--- src/rtl/decode_scoreboard_pkg.sv ---
// rtl/decode_scoreboard_pkg.sv - shared opcodes and queue entry type for the decode scoreboard
package decode_scoreboard_pkg;

  localparam logic [6:0] OPC_LUI    = 7'b0110111;
  localparam logic [6:0] OPC_AUIPC  = 7'b0010111;
  localparam logic [6:0] OPC_JAL    = 7'b1101111;
  localparam logic [6:0] OPC_OP     = 7'b0110011;
  localparam logic [6:0] OPC_STORE  = 7'b0100011;
  localparam logic [6:0] OPC_BRANCH = 7'b1100011;

  // One in-flight writer: destination register and whether it is a load.
  typedef struct packed {
    logic [4:0] rd;
    logic       is_load;
  } sb_entry_t;

endpackage

--- src/rtl/decode_scoreboard_sb_queue.sv ---
// rtl/decode_scoreboard_sb_queue.sv - age-ordered circular FIFO of in-flight destination registers
// Ports:
//   clk, rst     clock, synchronous active-high reset
//   push         append push_entry at the tail (ignored when full)
//   push_entry   {rd, is_load} of the issuing instruction
//   pop          retire the head entry (ignored when empty)
//   head         oldest entry
//   count        occupancy
//   busy         per-register pending-write vector, bit 0 forced low
module decode_scoreboard_sb_queue
  import decode_scoreboard_pkg::*;
#(
  parameter int DEPTH = 3,
  parameter int CNT_W = $clog2(DEPTH + 1)
) (
  input  logic             clk,
  input  logic             rst,
  input  logic             push,
  input  sb_entry_t        push_entry,
  input  logic             pop,
  output sb_entry_t        head,
  output logic [CNT_W-1:0] count,
  output logic [31:0]      busy
);

  localparam int PTR_W = $clog2(DEPTH);

  sb_entry_t        mem [DEPTH];
  logic [DEPTH-1:0] vld;
  logic [PTR_W-1:0] head_ptr;
  logic [PTR_W-1:0] tail_ptr;
  logic             do_push;
  logic             do_pop;

  function automatic logic [PTR_W-1:0] next_ptr(input logic [PTR_W-1:0] p);
    return (p == PTR_W'(DEPTH - 1)) ? '0 : p + 1'b1;
  endfunction

  // Head and tail only coincide when empty (no pop) or full (no push), so
  // a simultaneous push and pop never touch the same slot.
  assign do_push = push & (count != CNT_W'(DEPTH));
  assign do_pop  = pop & (count != '0);
  assign head    = mem[head_ptr];

  always_ff @(posedge clk) begin
    if (rst) begin
      head_ptr <= '0;
      tail_ptr <= '0;
      count    <= '0;
      vld      <= '0;
    end else begin
      if (do_push) begin
        mem[tail_ptr] <= push_entry;
        vld[tail_ptr] <= 1'b1;
        tail_ptr      <= next_ptr(tail_ptr);
      end
      if (do_pop) begin
        vld[head_ptr] <= 1'b0;
        head_ptr      <= next_ptr(head_ptr);
      end
      case ({do_push, do_pop})
        2'b10:   count <= count + 1'b1;
        2'b01:   count <= count - 1'b1;
        default: count <= count;
      endcase
    end
  end

  // Duplicate rd values simply OR together, so a register stays busy until
  // its youngest writer retires.
  always_comb begin
    busy = '0;
    for (int i = 0; i < DEPTH; i++) begin
      if (vld[i]) busy[mem[i].rd] = 1'b1;
    end
    busy[0] = 1'b0;
  end

endmodule

--- src/rtl/decode_scoreboard.sv ---
// rtl/decode_scoreboard.sv - in-order issue scoreboard sequencing the decode stage
// Optional macro SCOREBOARD_FWD_EN: only load-use hazards stall (forwarding present).
// Ports:
//   clk, rst          clock, synchronous active-high reset
//   ID_valid_i        ID holds a real instruction
//   ID_instruction_i  instruction in ID (rs1 [19:15], rs2 [24:20], rd [11:7], opcode [6:0])
//   ID_RegWrite_i     instruction writes rd
//   ID_MemRead_i      instruction is a load
//   flush_i           kill the ID instruction this cycle
//   WB_we_i           write-back register write enable
//   WB_wr_addr_i      write-back register address
//   ID_stall_o        hold IF/ID, bubble into EX
//   ID_issue_o        ID instruction advances this cycle
//   busy_o            per-register pending-write vector
//   count_o           queue occupancy
//   err_o             sticky retire-protocol error
module decode_scoreboard
  import decode_scoreboard_pkg::*;
#(
  parameter int DEPTH = 3,
  parameter int CNT_W = $clog2(DEPTH + 1)
) (
  input  logic             clk,
  input  logic             rst,
  input  logic             ID_valid_i,
  input  logic [31:0]      ID_instruction_i,
  input  logic             ID_RegWrite_i,
  input  logic             ID_MemRead_i,
  input  logic             flush_i,
  input  logic             WB_we_i,
  input  logic [4:0]       WB_wr_addr_i,
  output logic             ID_stall_o,
  output logic             ID_issue_o,
  output logic [31:0]      busy_o,
  output logic [CNT_W-1:0] count_o,
  output logic             err_o
);

  logic [6:0] opcode;
  logic [4:0] rs1;
  logic [4:0] rs2;
  logic [4:0] rd;
  logic       use_rs1;
  logic       use_rs2;
  logic       would_push;
  logic       full;
  logic       hazard;
  logic       push;
  logic       retire;
  logic       ex_valid;
  logic [4:0] ex_rd;
  logic       ex_load;
  sb_entry_t  head;
  logic       unused;

  assign opcode = ID_instruction_i[6:0];
  assign rd     = ID_instruction_i[11:7];
  assign rs1    = ID_instruction_i[19:15];
  assign rs2    = ID_instruction_i[24:20];

  assign use_rs1 = (rs1 != 5'd0) &
                   !((opcode == OPC_LUI) | (opcode == OPC_AUIPC) | (opcode == OPC_JAL));
  assign use_rs2 = (rs2 != 5'd0) &
                   ((opcode == OPC_OP) | (opcode == OPC_STORE) | (opcode == OPC_BRANCH));

  assign would_push = ID_RegWrite_i & (rd != 5'd0);
  // Full is judged on the registered count, so a same-cycle retire does not
  // open a slot for this cycle's issue.
  assign full = would_push & (count_o == CNT_W'(DEPTH));

`ifdef SCOREBOARD_FWD_EN
  // Everything except a load result one stage ahead can be forwarded.
  assign hazard = ex_valid & ex_load & (ex_rd != 5'd0) &
                  ((use_rs1 & (rs1 == ex_rd)) | (use_rs2 & (rs2 == ex_rd)));
  assign unused = ^{ID_instruction_i[31:25], ID_instruction_i[14:12], head.is_load};
`else
  // busy_o is registered, so a retire in this cycle still leaves the bit set.
  assign hazard = (use_rs1 & busy_o[rs1]) | (use_rs2 & busy_o[rs2]);
  assign unused = ^{ID_instruction_i[31:25], ID_instruction_i[14:12], head.is_load,
                    ex_valid, ex_rd, ex_load};
`endif

  assign ID_stall_o = ID_valid_i & !flush_i & (hazard | full);
  assign ID_issue_o = ID_valid_i & !flush_i & !ID_stall_o;
  assign push       = ID_issue_o & would_push;
  assign retire     = WB_we_i & (WB_wr_addr_i != 5'd0);

  decode_scoreboard_sb_queue #(
    .DEPTH (DEPTH),
    .CNT_W (CNT_W)
  ) u_queue (
    .clk        (clk),
    .rst        (rst),
    .push       (push),
    .push_entry ('{rd: rd, is_load: ID_MemRead_i}),
    .pop        (retire),
    .head       (head),
    .count      (count_o),
    .busy       (busy_o)
  );

  // EX tracker: a stall or flush loads a bubble.
  always_ff @(posedge clk) begin
    if (rst) begin
      ex_valid <= 1'b0;
      ex_rd    <= 5'd0;
      ex_load  <= 1'b0;
    end else begin
      ex_valid <= push;
      ex_rd    <= rd;
      ex_load  <= ID_MemRead_i;
    end
  end

  // Retiring into an empty queue or out of order is a protocol error.
  always_ff @(posedge clk) begin
    if (rst) begin
      err_o <= 1'b0;
    end else if (retire & ((count_o == '0) | (head.rd != WB_wr_addr_i))) begin
      err_o <= 1'b1;
    end
  end

endmodule

--- config.mk ---
export PLATFORM = sky130hd
export DESIGN_NAME = decode_scoreboard
export DESIGN_NICKNAME = d
export VERILOG_FILES = /design/src/rtl/decode_scoreboard_pkg.sv /design/src/rtl/decode_scoreboard_sb_queue.sv /design/src/rtl/decode_scoreboard.sv
export SDC_FILE = /design/constraint.sdc
export NUM_CORES = 1
export LEC_CHECK = 0
export ABC_AREA = 1
export ABC_CLOCK_PERIOD_IN_PS = 2400
export BUFFER_PORTS_ARGS = -buffer_cell sky130_fd_sc_hd__clkbuf_2
export CAP_MARGIN = 40
export CELL_PAD_IN_SITES_DETAIL_PLACEMENT = 1
export CELL_PAD_IN_SITES_GLOBAL_PLACEMENT = 2
export CORE_MARGIN = 2
export CORE_UTILIZATION = 25
export CTS_BUF_LIST = sky130_fd_sc_hd__clkbuf_4 sky130_fd_sc_hd__clkbuf_8
export CTS_CLUSTER_SIZE = 40
export DETAILED_ROUTE_END_ITERATION = 8
export HOLD_SLACK_MARGIN = 0.15
export PLACE_DENSITY_LB_ADDON = 0.1
export SYNTH_ARGS = -nofsm -noshare
export SYNTH_HDL_FRONTEND = slang
export SYNTH_SLANG_ARGS = --single-unit
--- constraint.sdc ---
create_clock -name clk -period 2.4 [get_ports clk]
set_clock_uncertainty 0.15 [all_clocks]
set_input_delay 0.24 -clock clk [delete_from_list [all_inputs] [get_ports clk]]
set_output_delay 0.24 -clock clk [all_outputs]
set_load 0.03 [all_outputs]
Yosys cells after proc, flatten, opt, wreduce, memory -nomap -nowiden --
Memories as Yosys holds them, arrays and structs flattened. A register that Yosys moved wholly into a read port is not among the register bits. Cells that the tools add are included.
Cells by class: bitwise operators 26, reductions and logical operators 15, add/sub/neg operators 4, order comparisons 12, mux-type cells 28, equal/unequal tests 13
Operators with widths (number):
- $mux W32 | 3
- $or A32 B32 Y32 | 2
- $lt A5 B6 Y1 const B | 5
- $eq A7 B6 Y1 const B | 3
- $reduce_bool A5 Y1 | 4
- $demux W1 S5 | 3
- $ge A5 B1 Y1 const B | 3
- $and A1 B1 Y1 | 14
- $eq A7 B7 Y1 const B | 2
- $bmux W1 S5 | 2
- $mux W1 | 10
- $mux W3 | 3
- $eq A2 B2 Y1 const B | 4
- $mux W2 | 4
- $eq A7 B5 Y1 const B | 1
- $or A1 B1 Y1 | 7
- $add A2 B1 Y2 const B | 3
- $lt A2 B3 Y1 const B | 2
- $logic_and A1 B1 Y1 | 5
- $ne A5 B5 Y1 | 1
- $demux W1 S2 | 2
- $ge A2 B1 Y1 const B | 2
- $pmux W2 S2 | 1
- $reduce_bool A2 Y1 | 2
- 8 further kinds | 10
Storage, ports and cells: register bits after elaboration 10, word-level logic and storage cells 104, memory bits (writable) 18, output and inout port bits 37, memories kept 1
Memory list:
- u_queue.mem | depth 3, width 6, rd ports 4, clocked after Yosys merged registers in 1, write ports 1, line decode_scoreboard_sb_queue.sv:28 | sb_entry_t mem [DEPTH];

Longest topological paths before layout --
Gate-level depths: netlist of the first run. An unclocked memory read counts as a cell.
word-level depth 24, depth in mapped cells 20, depth with buffers taken out 20

Hierarchy --
From an unflattened synthesis of the first run, not the netlist that was laid out.
Unflattened totals: cell total of the unflattened synthesis 518, area, all modules 3154.3 um^2
By module, submodules not included:
- decode_scoreboard_sb_queue | seq. area each 940.9 um^2, times used 1, area each 2188.3 um^2, cells each 320
- decode_scoreboard | seq. area each 20.0 um^2, times used 1, area each 965.9 um^2, cells each 198

Worst setup path before layout of the first run --
No wires, ideal clock.
path type register to register, from memory u_queue.mem[0][5] in the netlist's numbering, to memory u_queue.mem[0][1] in the netlist's numbering (enable), period minus slack after synthesis 2942 ps, setup time 311 ps, data arrival time 2481 ps, cell stages (with the launch flop) 16, setup slack -542 ps, path through edfxtp_1 -> nand2_1 -> nor2_1 -> nand2_1 -> nand3_1 -> o21ai_1 -> nor2_1 -> nand2_1 -> nand2_1 -> nand2_1 -> nand2_1 -> nor2_2 -> nor2_4 -> nor3_2 -> nand4_1 -> inv_1
RTL lines (line):
- start: declaration | decode_scoreboard_sb_queue.sv:28

==> results.py, run 1 <==
metrics = {
    "detailed_routing": {
        "drtIter0Drc": 124,
        "wl_per_cell_um": 17.7,
        "totalWireLength_mm": 15.1,
        "final_antenna_net_count": 0,
        "drt_pass1_iterations": 4,
        "vias": 4296,
        "drc": 0,
        "viasPerCell": 5.02,
    },
    "job": {
        "max_cap_viol_count": 0,
    },
    "grt": {
        "grt_usage_pct": 23.2,
        "grt_max_degree": 21,
        "grt-ovfl-total": 0,
        "grt_pass1_vias": 4422,
        "grt_pass1_wl_mm": 23.2,
        "antenna_found_initial": 0,
    },
    "sta": {
        "clock.fmax_mhz": 346,
        "tightest_slew_ns": 0.639,
        "rsz0062_at_grt": "yes",
        "finalSetupTns_ns": -10.77,
        "hold_violations": 0,
        "min_period_ns": 2.89,
        "setup_viol": 29,
        "min_period_over_period_pct": 120,
        "maxSlewHeadroom_pct": 56.3,
        "finalMaxSlewViolations": 0,
        "hold_slack_ns": 0.156,
        "setup_ws_ns": -0.488,
    },
    "setup_path": {
        "cp_top_family": "buffers and inverters",
        "critical_path_buf_inv_count": 5,
        "crit_path_end": "ID_issue_o",
        "worstPathMaxFanout": 4,
        "startpoint": "u_queue.mem[1][3]$_DFFE_PP_",
        "r2r-end": "u_queue.count[1]$_SDFFE_PP0P_",
        "cp-end-kind": "output pin",
        "reg2regPathDepth": 19,
        "path_cells": "inv_4 > nor2_1 > buf_4 > nand2_2 > nand3_4 > buf_6 > o211ai_1 > a21oi_2 > nor2_4 > nor2_4 > buf_6 > nor3_4 > clkbuf_8",
        "crit_arrival_ns": 2.50,
        "timing.rr.start": "u_queue.mem[1][5]$_DFFE_PP_",
        "crit_type": "register to output pin",
        "cp.depth": 13,
        "required_ns": 2.01,
        "cp_slowest_cell": "edfxtp_1",
        "slowest_delay_ns": 0.52,
        "r2r_slack_ns": -0.45,
        "start_kind": "register",
    },
    "clock_network": {
        "clock_sinks": 32,
        "ctsHtreeMaxLevel": 2,
        "cts_tree": "done",
        "insertion_delay_ns": 0.30,
        "clock_path_buffers": 2,
        "clk_pin_slew_ns": 0.08,
        "cts_root_buffer": "clkbuf_8",
        "cts_inserted_buffers": 5,
    },
    "power": {
        "power_density_nw_per_um2": 269,
        "comb_power_share_pct": 26.0,
        "peakVddDrop_mv": 0.319,
        "pwr-share-clk_pct": 34.0,
        "total_leakage_power_nw": 2.90,
        "p_int_mw": 1.07,
        "p_sw_share_pct": 31.1,
        "power_frac_seq_pct": 40.0,
        "netSwitchingPower_mw": 0.484,
    },
    "final_layout": {
        "fillers": 1445,
        "syn2layout_area_growth_pct": 96.0,
        "layout_commonest_cell": "buf_4",
        "layout_common_cells": "99 x buf_4, 98 x nand2_1, 70 x nand2_2",
        "layout-drive-gt1-share_pct": 58.4,
        "n_antenna_cell": 0,
        "utilization_pct": 50.5,
        "finish.instance_area_um2": 5790,
        "instances_no_fill": 855,
        "final_net_count": 756,
    },
    "die": {
        "die_area_um2": 12700,
        "rows": 39,
        "io_pins": 81,
        "start_util_pct": 25.8,
        "core_area_um2": 11500,
        "fp.dieW_um": 113,
        "die_h_um": 113,
    },
    "hold_path": {
        "hold_class": "primary input to register",
    },
    "place": {
        "placed_cell_area_um2": 4580,
        "portBuffers": 68,
        "place_congestion": 0.889,
        "dp.cells": 810,
        "dpl.hpwl_mm": 11.8,
    },
    "synth": {
        "ys_warn_count": 0,
        "synth-seq-cells": 32,
        "synth_cell_types": 35,
        "synth_cells": 507,
        "avgSynthCellArea_um2": 5.83,
        "synth_nets": 552,
        "ys_seq_area_share_pct": 28.5,
        "synth_area_um2": 2950,
    },
    "outcome": {
        "status": "finished with violations",
        "violations": "negative setup slack",
    },
}
==> power by group through the flow <==
stage,clock (mW),combinational [mW],sequential [mW]
global route,0.558,0.439,0.625
CTS,0.534,0.361,0.620
floorplan,0,0.179,0.631
finish,0.529,0.405,0.622
detailed placement,0,0.324,0.633
global placement,0,0.316,0.631
==> per-layer routing <==
metal / wire, µm / GRT usage [%]
met2: 8130 / 42.2
met1: 6200 / 28.5
met5: 0 / 0
met4: 403 / 7.89
met3: 370 / 2.30
==> logic make-up (layout without fill, tap and decap cells) <==
logic type | after synthesis | after routing | share of synthesized area, %
DFF | 32 | 32 | 28.5
other | 1 | 1 | 0.127
AOI/OAI and AO/OA | 45 | 45 | 8.39
buffers and inverters | 58 | 263 | 7.67
adders and majority gates | 1 | 1 | 0.423
xor gates and xnor gates | 1 | 1 | 0.297
and+or+nand+nor | 369 | 369 | 54.6
==> area by class of cell <==
cell class	instances	area (µm²)	area share, %
Inverter	51	196	3.39
Clock buffer	5	68.8	1.19
Tap cell	143	179	3.09
Timing Repair Buffer	204	1550	26.8
Clock inverter	3	42.5	0.735
Multi-Input combinational cell	417	2910	50.3
Sequential cell	32	841	14.5
==> how the worst min path moves through the flow <==
stage                       start                  to  slack (ns)  cells past startpoint
2_1_floorplan                 rst  err_o$_SDFFE_PP0P_        0.16                      1
3_3_place_gp   err_o$_SDFFE_PP0P_  err_o$_SDFFE_PP0P_        0.29                      2
3_5_place_dp   err_o$_SDFFE_PP0P_  err_o$_SDFFE_PP0P_        0.30                      2
4_1_cts                   WB_we_i  err_o$_SDFFE_PP0P_        0.16                      4
5_1_grt                   WB_we_i  err_o$_SDFFE_PP0P_        0.16                      4
6_report                  WB_we_i  err_o$_SDFFE_PP0P_        0.16                      4
==> worst register-to-register path, stage by stage, from the launching register on <==
cell and delay [ns]:
edfxtp_1 0.51, buf_6 0.17, nor3_1 0.17, buf_4 0.18, nand2_1 0.09, nand3_4 0.12, nand2_1 0.06, nand3_1 0.08
nand2_2 0.07, nand3_2 0.08, nand2_2 0.07, nand2_2 0.06, nand2_2 0.06, nor2_4 0.17, nor2_4 0.06, nand3_4 0.09
ha_4 0.22, nor3b_4 0.19, o21ai_1 0.09, a21oi_1 0.11
==> stage by stage <==
step | setup WS [ns] | power (mW)
after floorplan | -0.178 | 0.810
after global placement | -0.466 | 0.947
after detailed placement | -0.519 | 0.957
after CTS | -0.454 | 1.51
after global routing | -0.695 | 1.62
final | -0.488 | 1.56
==> synth_stat cells, drive strengths merged <==
cell | instances | area [µm²]
conb | 1 | 3.75
xor2 | 1 | 8.76
a31o | 1 | 8.76
edfxtp | 20 | 601
o211ai | 1 | 7.51
a31oi | 1 | 6.26
nand2 | 185 | 694
dfxtp | 12 | 240
nor4 | 2 | 12.5
a221oi | 1 | 8.76
o22ai | 1 | 6.26
clkinv | 1 | 3.75
nand3 | 74 | 398
clkbuf | 4 | 15.0
nand4 | 14 | 87.6
nor3 | 10 | 70.1
o21ai | 17 | 85.1
a21oi | 20 | 100
ha | 1 | 12.5
nor2 | 82 | 338
inv | 50 | 188
o41ai | 1 | 8.76
or2 | 1 | 6.26
nor3b | 1 | 7.51
buf | 3 | 20.0
o31ai | 1 | 7.51
a2111oi | 1 | 8.76
==> repair_timing <==
action,in CTS,in global routing
pin swaps,13,60
setup buffers,17,23
gates resized for setup,109,116
endpoints found under the hold margin,25,0
endpoints found under the setup margin,29,29
hold buffers,6,0
==> state kept, by name, indices dropped and copies added, names as in the netlist, named ones only <==
signal and count:
err_o 1, u_queue.head_ptr 2, u_queue.vld 3, u_queue.tail_ptr 2, u_queue.count 2, u_queue.mem 20
No activity file was read; power rests on OpenSTA's default activity.
==> run 2: changes to the inputs <==
--- a/config.mk
+++ b/config.mk
@@ -11,6 +11,7 @@
 export CAP_MARGIN = 40
 export CELL_PAD_IN_SITES_DETAIL_PLACEMENT = 1
 export CELL_PAD_IN_SITES_GLOBAL_PLACEMENT = 2
+export CORE_ASPECT_RATIO = 1.5
 export CORE_MARGIN = 2
 export CORE_UTILIZATION = 25
 export CTS_BUF_LIST = sky130_fd_sc_hd__clkbuf_4 sky130_fd_sc_hd__clkbuf_8
==> results.py, run 2 (synthesis gave the netlist of run 1 again) <==
metrics = {
    "power": {
        "power_mw": 1.55,
        "peakVddDrop_mv": 0.386,
        "power_density_nw_per_um2": 267,
        "total_leakage_power_nw": 2.96,
    },
    "clock_network": {
        "ctsHtreeMaxLevel": 2,
        "clock_path_buffers": 2,
        "insertion_delay_ns": 0.29,
        "cts_inserted_buffers": 5,
        "clk_pin_slew_ns": 0.06,
        "clock_sinks": 32,
        "cts_tree": "done",
        "cts_root_buffer": "clkbuf_8",
    },
    "sta": {
        "setup_ws_ns": -0.531,
        "finalSetupTns_ns": -11.55,
        "maxSlewHeadroom_pct": 59.6,
        "hold_violations": 0,
        "tightest_slew_ns": 0.606,
        "finalMaxSlewViolations": 0,
        "hold_slack_ns": 0.156,
        "min_period_ns": 2.93,
        "clock.fmax_mhz": 341,
        "min_period_over_period_pct": 122,
        "rsz0062_at_grt": "yes",
        "setup_viol": 29,
    },
    "final_layout": {
        "final_net_count": 775,
        "reg_top3": "u_queue.mem: 20 flops, u_queue.vld: 3 flops",
        "layout-drive-gt1-share_pct": 56.4,
        "n_antenna_cell": 0,
        "regMostFlops": "u_queue.mem",
        "syn2layout_area_growth_pct": 96.8,
        "layout_commonest_cell": "buf_4",
        "fillers": 1489,
        "layout_common_cells": "126 x buf_4, 105 x nand2_1, 67 x nand2_2",
        "largest_reg_flops": 20,
    },
    "detailed_routing": {
        "drc": 0,
        "wl_per_cell_um": 17.7,
        "final_antenna_net_count": 0,
        "drtIter0Drc": 122,
        "vias": 4314,
        "viasPerCell": 4.90,
        "totalWireLength_mm": 15.6,
        "drt_pass1_iterations": 4,
    },
    "setup_path": {
        "start_kind": "register",
        "required_ns": 2.47,
        "crit_arrival_ns": 3.00,
        "cp-end-kind": "register",
        "worstPathMaxFanout": 4,
        "reg2regPathDepth": 19,
        "crit_type": "register to register",
    },
    "grt": {
        "grt-ovfl-total": 0,
        "grt_usage_pct": 23.5,
        "grt_max_degree": 21,
        "antenna_found_initial": 0,
        "grt_pass1_vias": 4465,
        "grt_pass1_wl_mm": 22.6,
    },
    "hold_path": {
        "min_delay_path_depth": 4,
        "hold_class": "primary input to register",
    },
    "job": {
        "max_cap_viol_count": 0,
    },
    "outcome": {
        "violations": "negative setup slack",
        "status": "finished with violations",
    },
    "die": {
        "core_area_um2": 11500,
        "fp.dieW_um": 92.8,
        "start_util_pct": 25.6,
        "die_area_um2": 12700,
        "io_pins": 81,
        "rows": 48,
        "die_h_um": 137,
    },
    "place": {
        "portBuffers": 68,
        "place_congestion": 0.934,
        "dpl.hpwl_mm": 12.4,
    },
}
## run 2: changes by cell type in the layout (fill, tap and decap cells not counted), sizes merged
cell,delta
buf,+19
clkbuf,+1
clkinvlp,-1
## run 2: final timing paths
check,start,to,slack (ns)
setup reg to reg,u_queue.mem[0][5]$_DFFE_PP_,u_queue.count[1]$_SDFFE_PP0P_,-0.53
hold / removal,WB_we_i,err_o$_SDFFE_PP0P_,0.16
hold reg to reg,err_o$_SDFFE_PP0P_,err_o$_SDFFE_PP0P_,0.31
setup / recovery,u_queue.mem[0][5]$_DFFE_PP_,u_queue.count[1]$_SDFFE_PP0P_,-0.53
## run 2: repair_timing
action | in CTS | in global routing
hold buffers | 6 | 0
endpoints found under the setup margin | 29 | 29
pin swaps | 25 | 50
resized for setup | 59 | 127
setup buffers | 13 | 33
endpoints found under the hold margin | 26 | 0
## run 2: routing by layer
layer	vias up	track usage, %	wire (µm)
li1	2118	-	-
met1	2072	21.0	5220
met2	89	50.4	9330
met3	35	1.71	342
met4	0	11.8	697
met5	-	0	0
## run 2: cell type report
type | count | area (µm²) | area share (%)
Multi-Input combinational cell | 417 | 2810 | 48.3
Timing Repair Buffer | 223 | 1670 | 28.7
Sequential cell | 32 | 841 | 14.5
Inverter | 51 | 194 | 3.34
Tap cell | 150 | 188 | 3.23
Clock buffer | 6 | 82.6 | 1.42
Clock inverter | 2 | 33.8 | 0.581
## run 2: through the flow
| step | cells | cell area [µm²] | setup slack [ns] | util [%] |
|---|---|---|---|---|
| 6_report | 881 | 5810 | -0.531 | 50.4 |
| 3_5_place_dp | 831 | 4720 | -0.546 | 40.9 |
| 2_1_floorplan | 507 | 3340 | -0.178 | - |
| 4_1_cts | 856 | 5180 | -0.495 | 45.0 |
| 5_1_grt | 881 | 5810 | -0.701 | 50.4 |
| 3_3_place_gp | 831 | 4720 | -0.471 | 40.9 |
## run 2: power breakdown
part	switching [mW]	internal (mW)
clock network	0.198	0.334
registers	0.0233	0.597
logic	0.231	0.170
## run 2: worst max-delay path, cell delays in order, from the launching register on
cell and delay (ns):
edfxtp_1 0.48, buf_4 0.19, nor3_4 0.33, nand2_2 0.14, nand3_4 0.09, nor2_1 0.04
nor2_1 0.10, nand3_1 0.10, nand3_2 0.09, nand3_2 0.08, nand2_2 0.07, nand2_2 0.07
nand2_2 0.08, buf_6 0.10, nor2_4 0.04, nand3_4 0.08, ha_4 0.22, nor3b_4 0.20
o21ai_1 0.09, a21oi_1 0.11
